[src/rtl/uart_tx_fifo.sv]
// UART transmitter (8N1, LSB first) fed by a small byte FIFO.
// The serial line is driven from a register so it never glitches between bits.
module uart_tx_fifo #(
  parameter int CLKS_PER_BIT = 87,
  parameter int FIFO_DEPTH   = 4
) (
  input  logic       clk,
  input  logic       rst,
  input  logic [7:0] tx_data,
  input  logic       tx_valid,
  output logic       tx_ready,
  output logic       o,
  output logic       busy
);

  localparam int              AW          = $clog2(FIFO_DEPTH);
  localparam logic [AW:0]     FULL_COUNT  = (AW+1)'(FIFO_DEPTH);
  localparam logic [AW:0]     EMPTY_COUNT = (AW+1)'(0);
  localparam logic [AW:0]     COUNT_ONE   = (AW+1)'(1);
  localparam logic [AW-1:0]   PTR_ONE     = AW'(1);
  localparam logic [15:0]     BAUD_LAST   = 16'(CLKS_PER_BIT - 1);

  typedef enum logic [1:0] {
    IDLE  = 2'd0,
    START = 2'd1,
    DATA  = 2'd2,
    STOP  = 2'd3
  } state_t;

  state_t          state_r;
  logic [7:0]      mem_r [FIFO_DEPTH];
  logic [AW-1:0]   wr_ptr_r;
  logic [AW-1:0]   rd_ptr_r;
  logic [AW:0]     count_r;
  logic [15:0]     baud_r;
  logic [2:0]      bit_idx_r;
  logic [7:0]      shift_r;
  logic            push_s;
  logic            pop_s;
  logic            baud_done_s;

  assign tx_ready = (count_r != FULL_COUNT);
  assign busy     = (state_r != IDLE) || (count_r != EMPTY_COUNT);

  // Handshake and pop decode; a pop only happens at a frame boundary.
  always_comb begin
    push_s      = tx_valid && tx_ready;
    baud_done_s = (baud_r == BAUD_LAST);
    pop_s       = 1'b0;
    case (state_r)
      IDLE:    pop_s = (count_r != EMPTY_COUNT);
      STOP:    pop_s = baud_done_s && (count_r != EMPTY_COUNT);
      default: pop_s = 1'b0;
    endcase
  end

  // FIFO storage needs no reset: occupancy alone decides what is valid.
  always_ff @(posedge clk) begin
    if (push_s) begin
      mem_r[wr_ptr_r] <= tx_data;
    end
  end

  // FIFO pointers and occupancy count.
  always_ff @(posedge clk or posedge rst) begin
    if (rst) begin
      wr_ptr_r <= {AW{1'b0}};
      rd_ptr_r <= {AW{1'b0}};
      count_r  <= EMPTY_COUNT;
    end else begin
      if (push_s) begin
        wr_ptr_r <= wr_ptr_r + PTR_ONE;
      end
      if (pop_s) begin
        rd_ptr_r <= rd_ptr_r + PTR_ONE;
      end
      case ({push_s, pop_s})
        2'b10:   count_r <= count_r + COUNT_ONE;
        2'b01:   count_r <= count_r - COUNT_ONE;
        default: count_r <= count_r;
      endcase
    end
  end

  // Frame sequencer; o is loaded together with the state it belongs to.
  always_ff @(posedge clk or posedge rst) begin
    if (rst) begin
      state_r   <= IDLE;
      o         <= 1'b1;
      baud_r    <= 16'd0;
      bit_idx_r <= 3'd0;
      shift_r   <= 8'd0;
    end else begin
      case (state_r)
        IDLE: begin
          o <= 1'b1;
          if (pop_s) begin
            shift_r   <= mem_r[rd_ptr_r];
            baud_r    <= 16'd0;
            bit_idx_r <= 3'd0;
            state_r   <= START;
            o         <= 1'b0;
          end
        end
        START: begin
          if (baud_done_s) begin
            baud_r  <= 16'd0;
            state_r <= DATA;
            o       <= shift_r[0];
          end else begin
            baud_r <= baud_r + 16'd1;
          end
        end
        DATA: begin
          if (baud_done_s) begin
            baud_r <= 16'd0;
            if (bit_idx_r == 3'd7) begin
              state_r <= STOP;
              o       <= 1'b1;
            end else begin
              bit_idx_r <= bit_idx_r + 3'd1;
              shift_r   <= {1'b0, shift_r[7:1]};
              o         <= shift_r[1];
            end
          end else begin
            baud_r <= baud_r + 16'd1;
          end
        end
        STOP: begin
          if (baud_done_s) begin
            baud_r <= 16'd0;
            if (pop_s) begin
              shift_r   <= mem_r[rd_ptr_r];
              bit_idx_r <= 3'd0;
              state_r   <= START;
              o         <= 1'b0;
            end else begin
              state_r <= IDLE;
              o       <= 1'b1;
            end
          end else begin
            baud_r <= baud_r + 16'd1;
          end
        end
        default: begin
          state_r <= IDLE;
          o       <= 1'b1;
        end
      endcase
    end
  end

endmodule

[config.mk]
export PLATFORM = sky130hd
export DESIGN_NAME = uart_tx_fifo
export DESIGN_NICKNAME = d
export VERILOG_FILES = /design/src/rtl/uart_tx_fifo.sv
export SDC_FILE = /design/constraint.sdc
export NUM_CORES = 1
export LEC_CHECK = 0
export CAP_MARGIN = 20
export CORE_ASPECT_RATIO = 0.5
export CORE_MARGIN = 10
export CORE_UTILIZATION = 47
export CTS_CLUSTER_SIZE = 25
export DETAILED_ROUTE_END_ITERATION = 8
export PLACE_DENSITY = 0.64
export RECOVER_POWER = 50
export SKIP_LAST_GASP = 1
export SLEW_MARGIN = 20
export SYNTH_ARGS = -nofsm -noshare
export SYNTH_HDL_FRONTEND = slang
export SYNTH_SLANG_ARGS = --single-unit
[constraint.sdc]
create_clock -name clk -period 6.15 [get_ports clk]
set_input_delay 0.9225 -clock clk [delete_from_list [all_inputs] [get_ports clk]]
set_output_delay 0.9225 -clock clk [all_outputs]
set_load 0.1 [all_outputs]
### After elaboration in Yosys (flattened, before gate mapping)

Memories as Yosys holds them, arrays and structs flattened.
Cells that the tools add are included.

| word-level totals | value |
|---|---|
| register bits | 37 |
| latch bits | 0 |
| RAM bits | 32 |
| memory bits (read-only) | 0 |
| input bits | 11 |
| output and inout port bits | 3 |
| word-level logic and storage cells | 71 |
| memories kept | 1 |

| operators by class | value |
|---|---|
| $add $sub $neg | 6 |
| multiply operators | 0 |
| divide/modulo/power cells | 0 |
| order comparisons | 0 |
| equal/unequal tests | 14 |
| shifts and indexed selects | 0 |
| muxes and demuxes | 30 |
| bitwise operators | 0 |
| reductions and logical operators | 12 |

Memory list:

| memory | words | width | rd ports | clocked after memory_dff | write ports | line | text |
|---|---|---|---|---|---|---|---|
| mem_r | 4 | 8 | 1 | 0 | 1 | 31 | `logic [7:0] mem_r [FIFO_DEPTH];` |

Operators with widths:

| kind | count |
|---|---|
| two-way mux 16 bit | 2 |
| two-way mux 8 bit | 4 |
| case mux 16 bit (2 select lines) | 1 |
| case mux 8 bit (3 select lines) | 1 |
| adder 16 x 1 -> 16 bit (second input constant) | 1 |
| == test 16 x 7 -> 1 bit (second input constant) | 1 |
| two-way mux 3 bit | 4 |
| inequality test 2 bit (second input constant) | 6 |
| two-way mux 2 bit | 5 |
| case mux 3 bit (3 select lines) | 1 |
| two-way mux 1 bit | 8 |
| case mux 2 bit (4 select lines) | 1 |
| adder 3 x 1 -> 3 bit (second input constant) | 2 |
| == test 2 bit (second input constant) | 3 |
| case mux 3 bit (2 select lines) | 1 |
| nonzero test 3 bit | 2 |
| AND reduction 5 bit | 1 |
| adder 2 x 1 -> 2 bit (second input constant) | 2 |
| == test 2 x 1 -> 1 bit (second input constant) | 2 |
| case mux 1 bit (4 select lines) | 1 |
| AND reduction 4 bit | 1 |
| nonzero test 2 bit | 2 |
| == test 3 bit (second input constant) | 1 |
| inequality test 3 bit (second input constant) | 1 |
| other kinds (7) | 8 |

### Longest topological paths before layout

Gate-level depths: netlist of the first run.

| depth | value |
|---|---|
| word-level depth | 6 |
| mapped depth | 12 |
| mapped depth without buffers | 11 |

### Least setup slack after synthesis of the first run

No wires, ideal clock.

| path | value |
|---|---|
| kind | reg-to-reg |
| from | register count_r[0] |
| to | register count_r[2] |
| library setup time | 0.079 ns |
| arrival time | 2.837 ns |
| required time | 6.071 ns |
| slack | 3.234 ns |
| cell stages (with the launch flop) | 11 |
| path buffers | 0 |
| clock period less this slack | 2.916 ns |
| path through | dfrtp_1 -> inv_1 -> nand3_1 -> and2_1 -> inv_1 -> ha_1 -> inv_1 -> fa_1 -> xor2_1 -> nor2_1 -> xor2_1 |

| between the ends | value |
|---|---|
| elaborated cells on any way between the ends | 11 |
| those cells by class | 2 x add/sub; 3 x eq/ne; 2 x mux; 4 x reduce/logical |

RTL lines:

| item | line | text |
|---|---|---|
| start, declared | 34 | `logic [AW:0] count_r;` |
| start signal, assigned | 78 | `2'b10: count_r <= count_r + COUNT_ONE;` |
| start signal, assigned | 79 | `2'b01: count_r <= count_r - COUNT_ONE;` |
| start signal, assigned | 80 | `default: count_r <= count_r;` |
| inequality test 3 bit (*) | 42 | `assign tx_ready = (count_r != FULL_COUNT);` |
| named net tx_ready | 11 | `output logic tx_ready,` |
| logical AND 1 bit (*) | 47 | `push_s = tx_valid && tx_ready;` |
| == test 2 x 1 -> 1 bit or == test 2 bit (tied branches) | 77 | `case ({push_s, pop_s})` |
| case mux 3 bit (2 select lines) or nonzero test 2 bit (tied branches) | - |  |

Mark *: on every way through the listed nets, which the timed path passes. The rest lies on a longest branch.
A chain may end at the register's enable or synchronous reset.

### Worst setup path in the final report of the first run

| path | value |
|---|---|
| from | register state_r[0] |
| to | output port busy |

| between the ends | value |
|---|---|
| word-level cells in the longest chain between the ends | 2 |

RTL lines:

| item | line | text |
|---|---|---|
| start, declared | 30 | `state_t state_r;` |
| start signal, assigned | 88 | `state_r <= IDLE;` |
| start signal, assigned | 101 | `state_r <= START;` |
| start signal, assigned | 108 | `state_r <= DATA;` |
| nonzero test 2 bit | 43 | `assign busy = (state_r != IDLE) \|\| (count_r != EMPTY_COUNT);` |
| logical OR 1 bit | 43 |  |
| end, declared | 13 | `output logic busy` |

Every way passes these cells.

==> impl_metrics.py, run 1 <==
metrics = {
    "hold_path": {
        "hp-class": "flop to flop",
        "min_path_cells": 1,
        "worst_hold_startpoint": "baud_r[15]$_DFFE_PP0P_",
    },
    "worst_setup_path": {
        "slowest_stage": "clkdlybuf4s50_1",
        "critPathMaxFanout": 6,
        "crit_type": "flop to output port",
        "timing.rr.start": "baud_r[10]$_DFFE_PP0P_",
        "crit_arrival_ns": 2.33,
        "startpoint_type": "flop",
        "crit_chain": "inv_1, ha_1, nand2_1, clkdlybuf4s50_1",
        "required_ns": 5.23,
        "cp-end-kind": "output port",
        "critPathMaxStageDelay_ns": 1.13,
        "cp-startpoint": "state_r[0]$_DFFE_PP0P_",
        "reg2regPathDepth": 9,
    },
    "sta": {
        "worst_pin_slew_ns": 2.05,
        "fin_worst_skew_ns": 0.00721,
        "finalHoldViolations": 0,
        "period_share_pct": 52.9,
        "fmax_mhz": 307,
        "slew_headroom_pct": -37.0,
        "min_period_ns": 3.26,
        "setup_viol": 0,
        "finalSetupTns_ns": 0,
        "grt_setup_unrepaired": "no",
        "report.final.slew_viol_count": 38,
    },
    "final_layout": {
        "area_growth_pct": 14.9,
        "diodes": 0,
        "final_cells": 396,
        "final_common_cell": "dfrtp_1",
        "final_cell_mix": "36 x dfrtp_1, 32 x edfxtp_1, 28 x o21ai_0",
        "fin_nets": 325,
        "drive_gt1_share_pct": 12.2,
    },
    "placed_design": {
        "dp_hpwl_um": 4340,
        "dp.cells": 380,
        "numPortBuffers": 13,
        "gp_congestion": 0.765,
    },
    "yosys": {
        "ys_top_cells_by_area": "edfxtp_1 29%, dfrtp_1 27%, mux4_2 5.4%",
        "synth.yosys.warnings": 0,
        "syn_nets": 309,
        "synth_seq_cells": 69,
        "syn_inst": 283,
        "yosys.area.top_type": "edfxtp_1",
        "synth-main-ff-cell": "dfrtp_1",
        "synth.cell_area_um2": 3370,
        "synthArstFlopShare_pct": 53.6,
        "ys_types": 45,
        "synth_top_area_share_pct": 28.5,
        "synth_enable_flop_cells": 32,
        "ys_seq_area_share_pct": 56.1,
        "syn_area_per_cell_um2": 11.9,
    },
    "clocking": {
        "clk_latency_ns": 0.33,
        "cts_hold_buf": 0,
        "clkTransAtPathRegs_ns": 0.06,
        "cts_sinks": 69,
        "clk_path_buf_depth": 2,
        "cts_root_buf": "clkbuf_16",
        "post-cts-setup-buffers": 0,
        "htree_levels": 3,
        "cts_buffers": 9,
        "ctsResizeCount": 0,
        "cts_tree": "yes",
    },
    "die": {
        "dieArea_um2": 11200,
        "start_util_pct": 49.5,
        "coreArea_um2": 6810,
        "die_w_um": 140,
        "rows": 21,
        "num_io_pins": 14,
        "die_y_um": 79.9,
    },
    "route": {
        "via_per_inst": 5.66,
        "wirelength_um": 6470,
        "antenna_left": 0,
        "remaining_drc_errors": 0,
        "dr.pass1.iters": 4,
        "drtIter0Drc": 155,
        "wire_per_inst_um": 16.3,
        "vias": 2241,
    },
    "power_and_ir_drop": {
        "ir_drop_mv": 0.287,
        "p_per_area_nw_per_um2": 310,
        "p_leak_uw": 0.00149,
    },
    "global_routing": {
        "grt_use_total_pct": 12.5,
        "grt_pass1_wl_um": 11100,
        "grt_pass1_vias": 2290,
        "overflow": 0,
        "grt_max_degree": 38,
        "antenna_found_initial": 0,
    },
    "run": {
        "cap_violations": 1,
    },
    "run_status": {
        "violations": "max-capacitance violations, max-slew violations",
        "status": "complete, but fails checks",
    },
}
==> registers in the layout, indices dropped and copies added, names as in the netlist <==
signal     flops
mem_r         32
baud_r        16
shift_r        8
bit_idx_r      3
count_r        3
rd_ptr_r       2
state_r        2
wr_ptr_r       2
o              1
==> cell usage after synthesis, types with 2 or more instances <==
cell and instances:
nor2b_1 2, o21ai_1 5, nor4_1 3, buf_2 3, mux4_2 8, a31oi_1 4
and3_1 8, o31ai_1 3, xnor2_1 4, xor2_1 4, dfrtp_1 36, a22o_1 3
inv_1 12, o21ai_0 28, mux2i_1 2, nand4_1 3, clkbuf_1 7, a21o_1 3
edfxtp_1 32, and4_1 2, or3_1 7, nor2_1 16, nand2_1 20, ha_1 14
nor3_1 10, or4_4 2, a211oi_1 8, a21oi_1 8, and2_1 2, a21boi_0 2
nand3_1 8
==> cell families after synthesis <==
logic type	after synthesis	synth area share [%]
compound gates	70	13.1
xor+xnor	8	2.08
fa+ha+maj	15	5.80
buf+inv	23	2.90
flops	69	56.1
mux	11	6.28
simple gates	87	13.7
==> through the flow <==
stage / power, uW / hold slack [ns] / utilization [%] / cell area, um^2 / worst slack, ns
2_1_floorplan: 681 / 0.452 / - / 3370 / 3.23
3_3_place_gp: 719 / 0.470 / 52.7 / 3590 / 3.30
3_5_place_dp: 732 / 0.486 / 52.7 / 3590 / 3.22
4_1_cts: 1220 / 0.494 / 56.9 / 3870 / 2.86
5_1_grt: 1260 / 0.516 / 56.8 / 3870 / 2.67
6_report: 1200 / 0.499 / 56.8 / 3870 / 2.89
==> worst max-delay path, delay by kind of cell, from the launching register on <==
| family | cells | cell delay [ns] |
|---|---|---|
| flops | 1 | 0.43 |
| buf+inv | 2 | 1.22 |
| fa+ha+maj | 1 | 0.27 |
| simple gates | 1 | 0.08 |
==> where the power goes <==
| group | internal [uW] | switching, uW |
|---|---|---|
| combinational | 52.5 | 95.0 |
| sequential | 548 | 20.4 |
| clock | 278 | 204 |
==> final cells by class <==
type	instances	area, um^2
inverters	12	45.0
flip-flops and latches	69	1890
clock inverters	7	56.3
multi-input cells	191	1390
repair buffers	16	149
well taps	92	115
fillers	576	2940
clock buffers	9	225
==> worst paths after layout <==
kind	endpoint	slack [ns]
setup reg to reg	count_r[2]$_DFFE_PP0P_	3.21
hold reg to reg	baud_r[15]$_DFFE_PP0P_	0.50
max in group asynchronous	state_r[0]$_DFFE_PP0P_	3.19
min in group asynchronous	baud_r[6]$_DFFE_PP0P_	1.77
setup / recovery	busy	2.89
hold / removal	baud_r[15]$_DFFE_PP0P_	0.50
==> layer usage <==
metal | track usage, % | part of all wire (%)
met1 | 15.4 | 49
met2 | 19.6 | 48
met3 | 4.51 | 3.2
met4 | 5.02 | 0.43
met5 | 0 | 0
Note: power is estimated with default switching activity, not from simulation.
==> run 2, diff against run 1 <==
==> constraint.sdc (replaced) <==
create_clock -name clk -period 3.1 [get_ports clk]
set_input_delay 0.465 -clock clk [delete_from_list [all_inputs] [get_ports clk]]
set_output_delay 0.465 -clock clk [all_outputs]
set_load 0.1 [all_outputs]
==> run 2 against run 1 <==
Wire length rose by 2.6%. The flow still finishes with violations (max-capacitance violations, max-slew violations). Largest cell class unchanged. Largest power group unchanged. Die area unchanged. Sequential share of layout area is 0.095 points higher. Setup slack worse by 2.5 ns. Combinational power is 99% higher. Critical path depth is 5 higher. Hold slack lost 0.011 ns. Clock power is 93% higher.
==> impl_metrics.py, run 2 (same netlist as run 1, synthesis figures left out) <==
metrics = {
    "placed_design": {
        "gp_congestion": 0.832,
        "dp_hpwl_um": 4480,
        "place_ws_ns": 0.350,
        "numPortBuffers": 13,
    },
    "sta": {
        "report.final.slew_viol_count": 38,
        "finalSetupTns_ns": 0,
        "finalHoldViolations": 0,
        "fin_worst_skew_ns": 0.00816,
        "setup_viol": 0,
        "grt_setup_unrepaired": "no",
        "fmax_mhz": 364,
        "worst_pin_slew_ns": 2.01,
        "min_period_ns": 2.75,
        "setup_slack_ns": 0.354,
        "period_share_pct": 88.6,
        "slew_headroom_pct": -34.0,
    },
    "final_layout": {
        "largest_register_ffs": 32,
        "diodes": 0,
        "drive_gt1_share_pct": 13.2,
        "final_cell_mix": "36 x dfrtp_1, 32 x edfxtp_1, 28 x o21ai_0",
        "final_common_cell": "dfrtp_1",
        "area_growth_pct": 14.6,
        "fin_nets": 326,
        "top_register": "mem_r",
        "reg.largest.list": "mem_r (32), baud_r (16), shift_r (8)",
    },
    "power_and_ir_drop": {
        "p_per_area_nw_per_um2": 611,
        "p_leak_uw": 0.00148,
        "ir_drop_mv": 0.336,
    },
    "global_routing": {
        "use_met3_pct": 5.40,
        "met1_usage_pct": 15.5,
        "grt_pass1_wl_um": 11500,
        "antenna_found_initial": 0,
        "grt_use_met2_pct": 20.5,
        "grt_use_total_pct": 12.8,
        "overflow": 0,
        "grt.busiest_layer": "met2",
        "grt_pass1_vias": 2269,
        "grt_max_degree": 38,
    },
    "clocking": {
        "ctsResizeCount": 0,
        "clk_latency_ns": 0.33,
        "cts_tree": "yes",
        "cts_root_buf": "clkbuf_16",
        "post-cts-setup-buffers": 0,
        "cts_sinks": 69,
        "clk_path_buf_depth": 2,
        "htree_levels": 3,
        "cts_hold_buf": 0,
        "clkTransAtPathRegs_ns": 0.06,
        "cts_buffers": 9,
    },
    "run_status": {
        "status": "complete, but fails checks",
        "violations": "max-capacitance violations, max-slew violations",
    },
    "hold_path": {
        "min_path_cells": 1,
        "hp-class": "flop to flop",
        "min_to": "baud_r[15]$_DFFE_PP0P_",
        "worst_hold_startpoint": "baud_r[15]$_DFFE_PP0P_",
    },
    "route": {
        "antenna_left": 0,
        "via_per_inst": 5.82,
        "remaining_drc_errors": 0,
        "vias": 2303,
        "drtIter0Drc": 225,
        "dr.pass1.iters": 4,
        "wirelength_um": 6640,
        "wire_per_inst_um": 16.8,
    },
    "worst_setup_path": {
        "cp-end-kind": "flop",
        "required_ns": 3.36,
        "reg2reg_to": "count_r[2]$_DFFE_PP0P_",
        "critPathMaxStageDelay_ns": 0.59,
        "timing.rr.start": "baud_r[10]$_DFFE_PP0P_",
        "slowest_stage": "or4_4",
        "reg2regPathDepth": 9,
        "critPathMaxFanout": 7,
        "crit_arrival_ns": 3.01,
        "crit_type": "flop to flop",
        "reg2reg_slack_ns": 0.35,
        "crit_chain": "or4_4, o41ai_2, and2_1, ha_1, inv_1, fa_1, xor2_1, nor2_1, xor2_1",
        "path_common_cell": "xor2_1",
        "startpoint_type": "flop",
    },
    "die": {
        "dieArea_um2": 11200,
        "coreArea_um2": 6810,
        "start_util_pct": 49.5,
        "rows": 21,
        "num_io_pins": 14,
        "die_y_um": 79.9,
        "die_w_um": 140,
    },
    "run": {
        "cap_violations": 1,
    },
}
[run 2: cell types whose count changed in the layout (fill, tap and decap cells not counted), sizes merged]
cell,previous run,this run
buf,2,6
clkdlybuf4s50,4,1
inv,16,13
clkinvlp,1,3
[run 2: worst max path at each step]
stage                                       from                      to  cells after the start
after global routing      baud_r[10]$_DFFE_PP0P_  count_r[2]$_DFFE_PP0P_                      9
after detailed placement  baud_r[10]$_DFFE_PP0P_  count_r[2]$_DFFE_PP0P_                      9
after CTS                 baud_r[10]$_DFFE_PP0P_  count_r[2]$_DFFE_PP0P_                      9
after floorplan           count_r[0]$_DFFE_PP0P_  count_r[2]$_DFFE_PP0P_                     10
final                     baud_r[10]$_DFFE_PP0P_  count_r[2]$_DFFE_PP0P_                      9
after global placement    baud_r[10]$_DFFE_PP0P_  count_r[2]$_DFFE_PP0P_                      9
[run 2: final cells by class]
class                      instances  area, um^2
tap                               92         115
sequential                        69        1890
timing repair buffer              17         149
multi-input combinational        191        1390
clock inverter                     6        48.8
fill                             567        2950
clock buffer                       9         225
inverter                          12        45.0
[run 2: report_power, final]
| part | internal [uW] | switching, uW | leakage (uW) |
|---|---|---|---|
| clock network | 541 | 389 | 0.000124 |
| registers | 1090 | 45.1 | 0.000757 |
| logic | 104 | 191 | 0.000603 |
| total | 1730 | 625 | 0.00148 |
[run 2: metal layers]
layer	wire length, um	up-vias
li1	-	1102
met1	3100	1130
met2	3100	63
met3	367	8
met4	63	0
met5	0	-
[run 2: worst max-delay path, delay by kind of cell, from the launching register on]
family / cells / cell delay [ns]
and+or+nand+nor: 3 / 0.91
adders and majority gates: 2 / 0.56
DFF: 1 / 0.44
AOI/OAI and AO/OA: 1 / 0.40
xor gates and xnor gates: 2 / 0.30
buffers and inverters: 1 / 0.06
[run 2: through the flow]
step	cells	area, um^2	total power (uW)	util [%]	hold WS, ns
after CTS	396	3860	2380	56.8	0.486
after detailed placement	381	3590	1450	52.7	0.479
after floorplan	283	3370	1350	-	0.452
after global placement	381	3590	1430	52.7	0.466
after global routing	396	3860	2480	56.7	0.510
final	396	3860	2360	56.7	0.489
==> run 3, diff against run 2 <==
==> constraint.sdc (replaced) <==
create_clock -name clk -period 3.1 [get_ports clk]
set_input_delay 0.465 -clock clk [delete_from_list [all_inputs] [get_ports clk]]
set_output_delay 0.465 -clock clk [all_outputs]
set_load 0.005 [all_outputs]
==> run 3 against run 2 <==
The run still ends with max-capacitance violations, max-slew violations left. First-iteration DRC count shrank 20%. Design area grew 0.19%. Combinational power shrank 12%. Die area is the same. Final cell count is the same. Clock power grew 1%. Critical endpoint unchanged.
==> impl_metrics.py, run 3 (same netlist as run 1, synthesis figures left out) <==
metrics = {
    "global_routing": {
        "use_met3_pct": 4.75,
        "grt_use_met2_pct": 20.3,
        "grt_pass1_wl_um": 11300,
        "overflow": 0,
        "grt_pass1_vias": 2300,
        "grt.busiest_layer": "met2",
        "antenna_found_initial": 0,
        "grt_use_total_pct": 12.6,
        "met1_usage_pct": 15.1,
        "grt_max_degree": 38,
    },
    "hold_path": {
        "min_path_cells": 1,
        "min_to": "baud_r[15]$_DFFE_PP0P_",
        "hp-class": "flop to flop",
        "worst_hold_startpoint": "baud_r[15]$_DFFE_PP0P_",
    },
    "power_and_ir_drop": {
        "ir_drop_mv": 0.410,
        "p_leak_uw": 0.00148,
        "power_uw": 2330,
        "p_per_area_nw_per_um2": 603,
    },
    "sta": {
        "finalSetupTns_ns": 0,
        "finalHoldViolations": 0,
        "fin_worst_skew_ns": 0.00423,
        "setup_viol": 0,
        "fmax_mhz": 367,
        "slew_headroom_pct": -32.4,
        "grt_setup_unrepaired": "no",
        "worst_pin_slew_ns": 1.99,
        "report.final.slew_viol_count": 38,
        "min_period_ns": 2.73,
        "period_share_pct": 87.9,
    },
    "run": {
        "cap_violations": 1,
    },
    "die": {
        "dieArea_um2": 11200,
        "start_util_pct": 49.5,
        "die_y_um": 79.9,
        "die_w_um": 140,
        "rows": 21,
        "coreArea_um2": 6810,
        "num_io_pins": 14,
    },
    "route": {
        "remaining_drc_errors": 0,
        "antenna_left": 0,
        "wire_per_inst_um": 16.6,
        "drtIter0Drc": 180,
        "via_per_inst": 5.73,
        "wirelength_um": 6580,
        "vias": 2271,
        "dr.pass1.iters": 4,
    },
    "final_layout": {
        "final_common_cell": "dfrtp_1",
        "largest_register_ffs": 32,
        "top_register": "mem_r",
        "reg.largest.list": "mem_r (32), baud_r (16), shift_r (8)",
        "drive_gt1_share_pct": 12.2,
        "final_cell_mix": "36 x dfrtp_1, 32 x edfxtp_1, 28 x o21ai_0",
        "diodes": 0,
        "fin_nets": 326,
        "area_growth_pct": 14.9,
    },
    "worst_setup_path": {
        "required_ns": 3.35,
        "startpoint_type": "flop",
        "timing.rr.start": "baud_r[10]$_DFFE_PP0P_",
        "crit_arrival_ns": 2.98,
        "critPathMaxFanout": 7,
        "reg2regPathDepth": 9,
        "reg2reg_slack_ns": 0.37,
        "reg2reg_to": "count_r[2]$_DFFE_PP0P_",
        "cp-end-kind": "flop",
        "crit_type": "flop to flop",
    },
    "clocking": {
        "htree_levels": 3,
        "cts_sinks": 69,
        "post-cts-setup-buffers": 0,
        "cts_hold_buf": 0,
        "cts_buffers": 9,
        "cts_tree": "yes",
        "clk_path_buf_depth": 2,
        "cts_root_buf": "clkbuf_16",
        "clkTransAtPathRegs_ns": 0.06,
        "clk_latency_ns": 0.33,
        "ctsResizeCount": 0,
    },
    "run_status": {
        "violations": "max-capacitance violations, max-slew violations",
        "status": "complete, but fails checks",
    },
    "placed_design": {
        "gp_congestion": 0.836,
        "dp_hpwl_um": 4510,
        "numPortBuffers": 13,
    },
}
## run 3: report_power, final
group,total [uW],internal [uW],switching [uW]
clock network,941,543,398
logic,259,104,155
registers,1130,1090,43.9
total,2330,1730,597
## run 3: through the flow
step / cells / setup slack [ns] / hold WS, ns / instance area (um^2) / utilization, %
after CTS: 396 / 0.355 / 0.489 / 3870 / 56.9
after detailed placement: 381 / 0.378 / 0.482 / 3600 / 52.9
after global routing: 396 / 0.157 / 0.503 / 3870 / 56.8
final: 396 / 0.374 / 0.484 / 3870 / 56.8
after floorplan: 283 / 0.332 / 0.452 / 3370 / -
after global placement: 381 / 0.447 / 0.466 / 3600 / 52.9
## run 3: critical path, cell delays in order (launching register included)
cell and delay [ns]:
dfrtp_1 0.43, or4_4 0.59, o41ai_2 0.39, and2_1 0.21, ha_1 0.19, inv_1 0.06, fa_1 0.37, xor2_1 0.15
nor2_1 0.11, xor2_1 0.15
## run 3: routing by layer
metal	routed length, um	vias to the layer above	part of all wire [%]
li1	-	1094	-
met1	3120	1106	47
met2	3020	61	46
met3	366	10	5.6
met4	74	0	1.1
met5	0	-	0
## run 3: worst max path at each step
stage,startpoint,end,slack [ns],cells after the start
after floorplan,baud_r[10]$_DFFE_PP0P_,count_r[2]$_DFFE_PP0P_,0.33,10
after global placement,baud_r[10]$_DFFE_PP0P_,count_r[2]$_DFFE_PP0P_,0.45,9
after detailed placement,baud_r[10]$_DFFE_PP0P_,count_r[2]$_DFFE_PP0P_,0.38,9
after CTS,baud_r[10]$_DFFE_PP0P_,count_r[2]$_DFFE_PP0P_,0.35,9
after global routing,rst,state_r[0]$_DFFE_PP0P_,0.16,3
final,baud_r[10]$_DFFE_PP0P_,count_r[2]$_DFFE_PP0P_,0.37,9
## run 3: layout make-up
| type | count | area, um^2 |
|---|---|---|
| flip-flops and latches | 69 | 1890 |
| inverters | 12 | 45.0 |
| multi-input cells | 191 | 1390 |
| clock inverters | 6 | 48.8 |
| well taps | 92 | 115 |
| repair buffers | 17 | 156 |
| fillers | 582 | 2940 |
| clock buffers | 9 | 225 |
